==> src/rtl/prng_draw_scheduler_if.sv <==
// Signal bundle between the draw scheduler, its requesters/seed writer and the
// shared 3x+4 generator core. The scheduler sits on the slave side.
interface prng_draw_scheduler_if #(
    parameter int N_REQ = 4,
    parameter int WIDTH = 12
);
    localparam int ID_W = $clog2(N_REQ);

    logic             seed_we;
    logic [WIDTH-1:0] seed_in;
    logic [N_REQ-1:0] req;
    logic [N_REQ-1:0] gnt;
    logic             rnd_valid;
    logic [WIDTH-1:0] rnd_data;
    logic [ID_W-1:0]  rnd_id;
    logic             busy;
    logic [15:0]      draw_cnt;
    logic             core_load;
    logic [WIDTH-1:0] core_seed;
    logic             core_step;
    logic [WIDTH-1:0] core_data;

    modport slave (
        input  seed_we, seed_in, req, core_data,
        output gnt, rnd_valid, rnd_data, rnd_id, busy, draw_cnt,
               core_load, core_seed, core_step
    );

    modport master (
        output seed_we, seed_in, req, core_data,
        input  gnt, rnd_valid, rnd_data, rnd_id, busy, draw_cnt,
               core_load, core_seed, core_step
    );
endinterface

==> src/rtl/prng_draw_scheduler.sv <==
// Shares one pseudorandom core among N_REQ requesters: seeds the core, grants
// draws round-robin, steps the core once per grant and returns the tagged value.
module prng_draw_scheduler #(
    parameter int               N_REQ        = 4,
    parameter int               WIDTH        = 12,
    parameter logic [WIDTH-1:0] SEED_DEFAULT = 12'h5A5
) (
    input  logic                  clk,
    input  logic                  rst,
    prng_draw_scheduler_if.slave  bus
);
    localparam int ID_W = $clog2(N_REQ);
    localparam logic [ID_W-1:0] LAST_ID = ID_W'(N_REQ - 1);

    typedef enum logic [1:0] {
        S_SEED,
        S_IDLE,
        S_STEP,
        S_CAPTURE
    } state_e;

    state_e           r_state;
    state_e           w_next;
    logic [WIDTH-1:0] r_seed;
    logic [ID_W-1:0]  r_rr_ptr;
    logic [ID_W-1:0]  r_winner;
    logic             r_reseed_pend;
    logic             r_rnd_valid;
    logic [WIDTH-1:0] r_rnd_data;
    logic [ID_W-1:0]  r_rnd_id;
    logic [15:0]      r_draw_cnt;

    logic [ID_W-1:0]  w_winner;
    logic             w_any_req;
    logic [N_REQ-1:0] w_gnt;
    logic             w_core_load;
    logic             w_core_step;

    // Round-robin scan: walk from the farthest slot back to rr_ptr so the
    // nearest set request (counting upward with wrap) is the last one written.
    always_comb begin
        w_winner  = r_rr_ptr;
        w_any_req = 1'b0;
        for (int k = N_REQ - 1; k >= 0; k--) begin
            int idx;
            idx = int'(r_rr_ptr) + k;
            if (idx >= N_REQ) idx = idx - N_REQ;
            if (bus.req[idx]) begin
                w_winner  = ID_W'(idx);
                w_any_req = 1'b1;
            end
        end
    end

    // NOTE: every signal written here gets a default first, so no path can
    // leave one unassigned and infer a latch.
    always_comb begin
        w_next      = r_state;
        w_gnt       = '0;
        w_core_load = 1'b0;
        w_core_step = 1'b0;
        unique case (r_state)
            S_SEED: begin
                w_core_load = 1'b1;
                w_next      = S_IDLE;
            end
            S_IDLE: begin
                if (r_reseed_pend || bus.seed_we) w_next = S_SEED;
                else if (w_any_req)               w_next = S_STEP;
            end
            S_STEP: begin
                w_gnt[r_winner] = 1'b1;
                w_core_step     = 1'b1;
                w_next          = S_CAPTURE;
            end
            S_CAPTURE: begin
                w_next = S_IDLE;
            end
            default: w_next = S_SEED;
        endcase
    end

    // NOTE: state registers use non-blocking assignments so every flop samples
    // the pre-edge values regardless of statement order.
    always_ff @(posedge clk) begin
        if (rst) begin
            r_state       <= S_SEED;
            r_seed        <= SEED_DEFAULT;
            r_rr_ptr      <= '0;
            r_winner      <= '0;
            r_reseed_pend <= 1'b0;
            r_rnd_valid   <= 1'b0;
            r_rnd_data    <= '0;
            r_rnd_id      <= '0;
            r_draw_cnt    <= '0;
        end else begin
            r_state     <= w_next;
            r_rnd_valid <= 1'b0;

            if (bus.seed_we) r_seed <= bus.seed_in;

            // A seed write outside IDLE is deferred so an in-flight draw
            // finishes on the old sequence.
            if (r_state == S_IDLE) begin
                r_reseed_pend <= 1'b0;
                r_winner      <= w_winner;
            end else if (bus.seed_we) begin
                r_reseed_pend <= 1'b1;
            end

            if (r_state == S_STEP)
                r_rr_ptr <= (r_winner == LAST_ID) ? '0 : r_winner + 1'b1;

            if (r_state == S_CAPTURE) begin
                r_rnd_data  <= bus.core_data;
                r_rnd_id    <= r_winner;
                r_rnd_valid <= 1'b1;
                r_draw_cnt  <= r_draw_cnt + 16'd1;
            end
        end
    end

    assign bus.gnt       = w_gnt;
    assign bus.rnd_valid = r_rnd_valid;
    assign bus.rnd_data  = r_rnd_data;
    assign bus.rnd_id    = r_rnd_id;
    assign bus.busy      = (r_state != S_IDLE);
    assign bus.draw_cnt  = r_draw_cnt;
    assign bus.core_load = w_core_load;
    assign bus.core_seed = r_seed;
    assign bus.core_step = w_core_step;
endmodule

==> src/flat_wrapper.sv <==
// flat-port wrapper written by rule: the top's interface ports become plain ports
module prng_draw_scheduler_flat 
#(
    parameter int               N_REQ        = 4,
    parameter int               WIDTH        = 12,
    parameter logic [WIDTH-1:0] SEED_DEFAULT = 12'h5A5
)
  (clk, rst, bus_seed_we, bus_seed_in, bus_req, bus_core_data, bus_gnt, bus_rnd_valid, bus_rnd_data, bus_rnd_id, bus_busy, bus_draw_cnt, bus_core_load, bus_core_seed, bus_core_step);
  prng_draw_scheduler_if #(.N_REQ(N_REQ), .WIDTH(WIDTH)) bus_i ();
  input  logic clk;
  input  logic rst;
  input wire logic [$bits(bus_i.seed_we)-1:0] bus_seed_we;
  input wire logic [$bits(bus_i.seed_in)-1:0] bus_seed_in;
  input wire logic [$bits(bus_i.req)-1:0] bus_req;
  input wire logic [$bits(bus_i.core_data)-1:0] bus_core_data;
  output wire logic [$bits(bus_i.gnt)-1:0] bus_gnt;
  output wire logic [$bits(bus_i.rnd_valid)-1:0] bus_rnd_valid;
  output wire logic [$bits(bus_i.rnd_data)-1:0] bus_rnd_data;
  output wire logic [$bits(bus_i.rnd_id)-1:0] bus_rnd_id;
  output wire logic [$bits(bus_i.busy)-1:0] bus_busy;
  output wire logic [$bits(bus_i.draw_cnt)-1:0] bus_draw_cnt;
  output wire logic [$bits(bus_i.core_load)-1:0] bus_core_load;
  output wire logic [$bits(bus_i.core_seed)-1:0] bus_core_seed;
  output wire logic [$bits(bus_i.core_step)-1:0] bus_core_step;
  assign bus_i.seed_we = bus_seed_we;
  assign bus_i.seed_in = bus_seed_in;
  assign bus_i.req = bus_req;
  assign bus_i.core_data = bus_core_data;
  assign bus_gnt = bus_i.gnt;
  assign bus_rnd_valid = bus_i.rnd_valid;
  assign bus_rnd_data = bus_i.rnd_data;
  assign bus_rnd_id = bus_i.rnd_id;
  assign bus_busy = bus_i.busy;
  assign bus_draw_cnt = bus_i.draw_cnt;
  assign bus_core_load = bus_i.core_load;
  assign bus_core_seed = bus_i.core_seed;
  assign bus_core_step = bus_i.core_step;
  prng_draw_scheduler #(.N_REQ(N_REQ), .WIDTH(WIDTH), .SEED_DEFAULT(SEED_DEFAULT)) u_core (.clk(clk), .rst(rst), .bus(bus_i));
endmodule
==> config.mk <==
export PLATFORM = sky130hd
export DESIGN_NAME = prng_draw_scheduler_flat
export DESIGN_NICKNAME = d
export VERILOG_FILES = /design/src/rtl/prng_draw_scheduler_if.sv /design/src/rtl/prng_draw_scheduler.sv /design/src/flat_wrapper.sv
export SDC_FILE = /design/constraint.sdc
export NUM_CORES = 1
export LEC_CHECK = 0
export BUFFER_PORTS_ARGS = -buffer_cell sky130_fd_sc_hd__buf_2
export CAP_MARGIN = 20
export CORE_MARGIN = 3
export CORE_UTILIZATION = 41
export CTS_CLUSTER_SIZE = 25
export DETAILED_ROUTE_END_ITERATION = 10
export PLACE_DENSITY = 0.69
export SETUP_SLACK_MARGIN = 0.15
export SYNTH_ARGS = -nofsm -noshare
export SYNTH_HDL_FRONTEND = slang
export SYNTH_SLANG_ARGS = --single-unit
==> constraint.sdc <==
create_clock -name clk -period 1.59 [get_ports clk]
set_input_delay 0.0795 -clock clk [delete_from_list [all_inputs] [get_ports clk]]
set_output_delay 0.0795 -clock clk [all_outputs]
set_load 0.02 [all_outputs]
=== After elaboration in Yosys (flattened, before gate mapping) ===
Index checks and enable logic that the tools add are counted.

* Bits in registers: 50
* Logic and storage cells: 73
* Output and inout port bits: 50

* $lt $le $gt $ge: 10
* Mux-type cells: 34
* Eq/ne operators: 6
* Reductions and logical operators: 5
* Add/sub/neg operators: 9

{| class="wikitable"
|+ Operators with widths
! operator !! number
|-
| $lt 32x4->1 const B || 4
|-
| $mux 32 || 4
|-
| $ge 32x4->1 const B || 3
|-
| $sub 32x4->32 const B || 3
|-
| $add 16x1->16 const B || 1
|-
| $mux 1 || 16
|-
| $mux 2 || 7
|-
| $bmux 1 s2 || 4
|-
| $add 2x2->3 const B || 2
|-
| $eq 2x2->1 const B || 3
|-
| $pmux 2 s3 || 1
|-
| $mux 4 || 1
|-
| $reduce_or 2->1 || 2
|-
| $sub 2x3->4 const B || 1
|-
| $add 2x1->3 const B || 1
|-
| $ge 2x3->1 const B || 1
|-
| $lt 2x3->1 const B || 1
|-
| $ne 3x1->1 const B || 1
|-
| $add 2x1->2 const B || 1
|-
| $demux 1 s2 || 1
|-
| $eq 2x1->1 const B || 1
|-
| $ge 2x1->1 const B || 1
|-
| $logic_not 2->1 || 1
|-
| $ne 2x1->1 const B || 1
|-
| 2 further kinds || 2
|}

=== Logic depth before layout (Yosys ltp) ===
* Depth after elaboration: 13
* Mapped depth: 6
* Mapped depth without buffers: 5

=== Worst setup path after synthesis ===
No wires, ideal clock.

* Path kind: reg-to-reg
* Start: register u_core.r_draw_cnt[4] (netlist: u_core.bus.draw_cnt[4])
* End: register u_core.r_draw_cnt[15] (netlist: u_core.bus.draw_cnt[15])
* Cell stages (with the launch flop): 5
* Setup slack: -99 ps
* Path buffers: 0
* Library setup time: 121 ps
* Data arrival time: 1569 ps
* Period minus slack after synthesis: 1689 ps
* Path through: dfxtp_1 nand4_2 nor4_4 nor3b_2 mux2_2

* Longest elaborated chain between the ends: 1

{| class="wikitable"
|+ RTL lines
! item !! RTL line !! text
|-
| start, declared || prng_draw_scheduler.sv:31 || <nowiki>logic [15:0] r_draw_cnt;</nowiki>
|-
| start signal, assigned || prng_draw_scheduler.sv:118 || <nowiki>r_draw_cnt <= r_draw_cnt + 16'd1;</nowiki>
|-
| $add 16x1->16 || prng_draw_scheduler.sv:118 ||
|}

No other way between the ends.
A chain may end at the register's enable or synchronous reset.

=== Final worst setup path ===
* Start: register u_core.r_draw_cnt[1] (netlist: u_core.bus.draw_cnt[1])
* End: register u_core.r_draw_cnt[11] (netlist: u_core.bus.draw_cnt[11])

Same word-level chain as after synthesis.

==> metrics <==
status finished clean; synthesized area 2100 µm²; clock latency on the worst-skew pair 0.30 ns; Max IR drop VDD 592 µV; Yosys reg bits 50; H-tree level count 2; Critical Path End Type register; power share of the combinational group 11.9%; CP arrival 1.59 ns; Finish-stage setup viols 0; IO Pins 81; CTS tree yes; vias in the first global route 1770; initial antenna violation count 0; slowest stage delay, CP 0.38 ns; most frequent cell after synthesis dfxtp_1; Synthesized Nets 275; Setup Skew 0.00442 ns; Inserted Diodes 0; Rel. slew slack 72.3%; Placed Area 2620 µm²; sw frac 25.3%; fraction of synthesis flops using an asynchronous set or reset pin 0%; # fillers 441; clock tree buffer depth 2; post-synth top area cell dfxtp_1; Final Hold Viols 0; total power 2350 µW; die outline height 77.6 µm; area grow syn2layout 37.3%; Reg area 1040 µm²; cts bufs inserted 5; sequential share of the synthesized area 47.6%; Inst Count DP 378; P_int 1750 µW; Yosys Warn Count 0; Flop pwr share 55.6%; GRT Residual Overflow 0; CP Launch Type register; hpwl dp 3420 µm; HP Class in2reg; worst-path maximum fanout 5; Slew Viols, Final 0; Tmin final 1.41 ns; CTS sink cnt 50; CP required 1.78 ns; CTS root buf clkbuf_8; final instance area 2890 µm²; worst setup path category reg2reg; cells after synthesis 239; CP max stage cell dfxtp_4; fin cells 403; Synth Area per Inst 8.80 µm²; Netlist cell types 36; worst path cell trace nand2_4 -> nor4_4 -> buf_4 -> nand3_1 -> mux2_2; largest net degree at the start of global routing 24; DR WL/cell 12.6 µm; # Max-Cap Violations 0; Leakage 0.00132 µW; fraction of layout cells with a size suffix above 1 37.8%; RSZ-0062 raised after global routing true; Final Worst Setup Slack 0.183 ns; post-route setup TNS 0 ns; DIE AREA 6030 µm²; DR iter-0 viols 85; Pre-antenna DRT Iters 4; Die Span X 77.6 µm; multi-input logic area 1060 µm²; Pwr per Cell Area 812 nW/µm²; clock power share 32.5%; Commonest cells post-synth dfxtp_1 (50), nand2_1 (39), nor2_1 (29); Final #Nets 371; Final period util 88.5%; Synth Flop Type dfxtp_1; GP Congestion 0.790; DP Worst Slack 0.119 ns; drt via density 4.79; Port Buffer Count 80; ANT nets after route 0; top cell type's share of synthesized area 47.6%; core area 4850 µm²; drt total wl 5090 µm; initial core utilization 43.4%; floorplan row count 25; Vias 1930; Fmax achieved 0.711 GHz; EDFF count, synth 0; first-pass GRT wire length 8160 µm; CTS clock-pin slew for the worst setup and hold paths 0.09 ns; Synth area leaders dfxtp_1 (48%), nand2_1 (7.0%), nor2_1 (5.2%); Sw Pwr 592 µW; drc violations 0; Tot GR Track Use 16.9%; Worst-Margin Slew 0.416 ns
worst max-delay path, delay by kind of cell (launching register included):
family                 cells  cell delay (ns)
muxes                      1             0.29
and+or+nand+nor            3             0.45
DFF                        1             0.38
buffers and inverters      1             0.16
per-layer routing:
metal / up-vias / routed length (µm) / track usage (%)
met4: 0 / 70 / 7.12
met5: - / 0 / 0
met3: 8 / 290 / 4.41
met1: 873 / 2240 / 20.8
met2: 60 / 2490 / 27.9
li1: 989 / - / -
stage by stage:
step                hold slack, ns  util (%)
floorplan                    0.197         -
global placement             0.285      53.9
detailed placement           0.290      53.9
CTS                        0.00101      58.2
global route                0.0118      59.6
finish                      0.0142      59.6
final timing paths:
check | start | endpoint | slack [ns] | cells after the start
max | u_core.bus.draw_cnt[1] | u_core.bus.draw_cnt[11] | 0.18 | 5
min | bus_core_data[0] | u_core.bus.rnd_data[0] | 0.01 | 3
max reg2reg | u_core.bus.draw_cnt[1] | u_core.bus.draw_cnt[11] | 0.18 | 5
min reg2reg | u_core.bus.rnd_data[4] | u_core.bus.rnd_data[4] | 0.46 | 2
kinds of logic (layout without fill, tap and decap cells):
group	after synthesis	after routing	synth area share (%)
simple gates	110	110	26.2
flops	50	50	47.6
compound gates	36	36	10.4
buf+inv	17	114	3.21
mux	11	11	5.41
xor+xnor	10	10	4.16
fa+ha+maj	5	5	2.97
timing repair:
action	in CTS	in global routing
resized for setup	3	9
gates cloned	0	0
hold endpoints to repair	10	1
hold buffers	10	1
pin swaps	1	3
buffers inserted	1	5
setup endpoints to repair	3	7
placed cells by master (no fill, tap or decap), types with 3 or more instances in the layout:
master         instances
dfxtp_1               35
dfxtp_4               10
ha_1                   5
dfxtp_2                5
nand3_1                5
clkbuf_8               6
nand2_1               38
inv_1                  4
dlygate4sd3_1         11
nor2_1                29
xor2_1                 6
nor2b_1               12
buf_4                 11
and2_1                 5
nor3_1                 4
a211o_1                7
o21ai_0                4
a31oi_1                3
nand4_1                3
xnor2_1                4
mux2i_1                8
buf_2                 80
a21oi_1               18
layout make-up:
cell class              count  area share [%]
well taps                  67            2.90
clock buffers               7            2.99
clock inverters             1           0.173
inverters                   4           0.520
flip-flops and latches     50            36.2
multi-input cells         172            36.7
repair buffers            102            20.5
power by group through the flow:
stage          registers (µW)  logic (µW)  clock network [µW]
5_1_grt                  1310         311                 833
3_5_place_dp             1340         257                   0
2_1_floorplan            1360         126                   0
6_report                 1300         280                 761
4_1_cts                  1310         277                 789
3_3_place_gp             1330         255                   0
flip-flops by register name, indices dropped and copies added (netlist names):
name,flops
u_core.bus.core_seed,12
u_core.bus.draw_cnt,16
u_core.bus.rnd_data,12
u_core.bus.rnd_id,2
u_core.bus.rnd_valid,1
u_core.r_reseed_pend,1
u_core.r_rr_ptr,2
u_core.r_state,2
u_core.r_winner,2
Power figures use the tool's default switching activity.
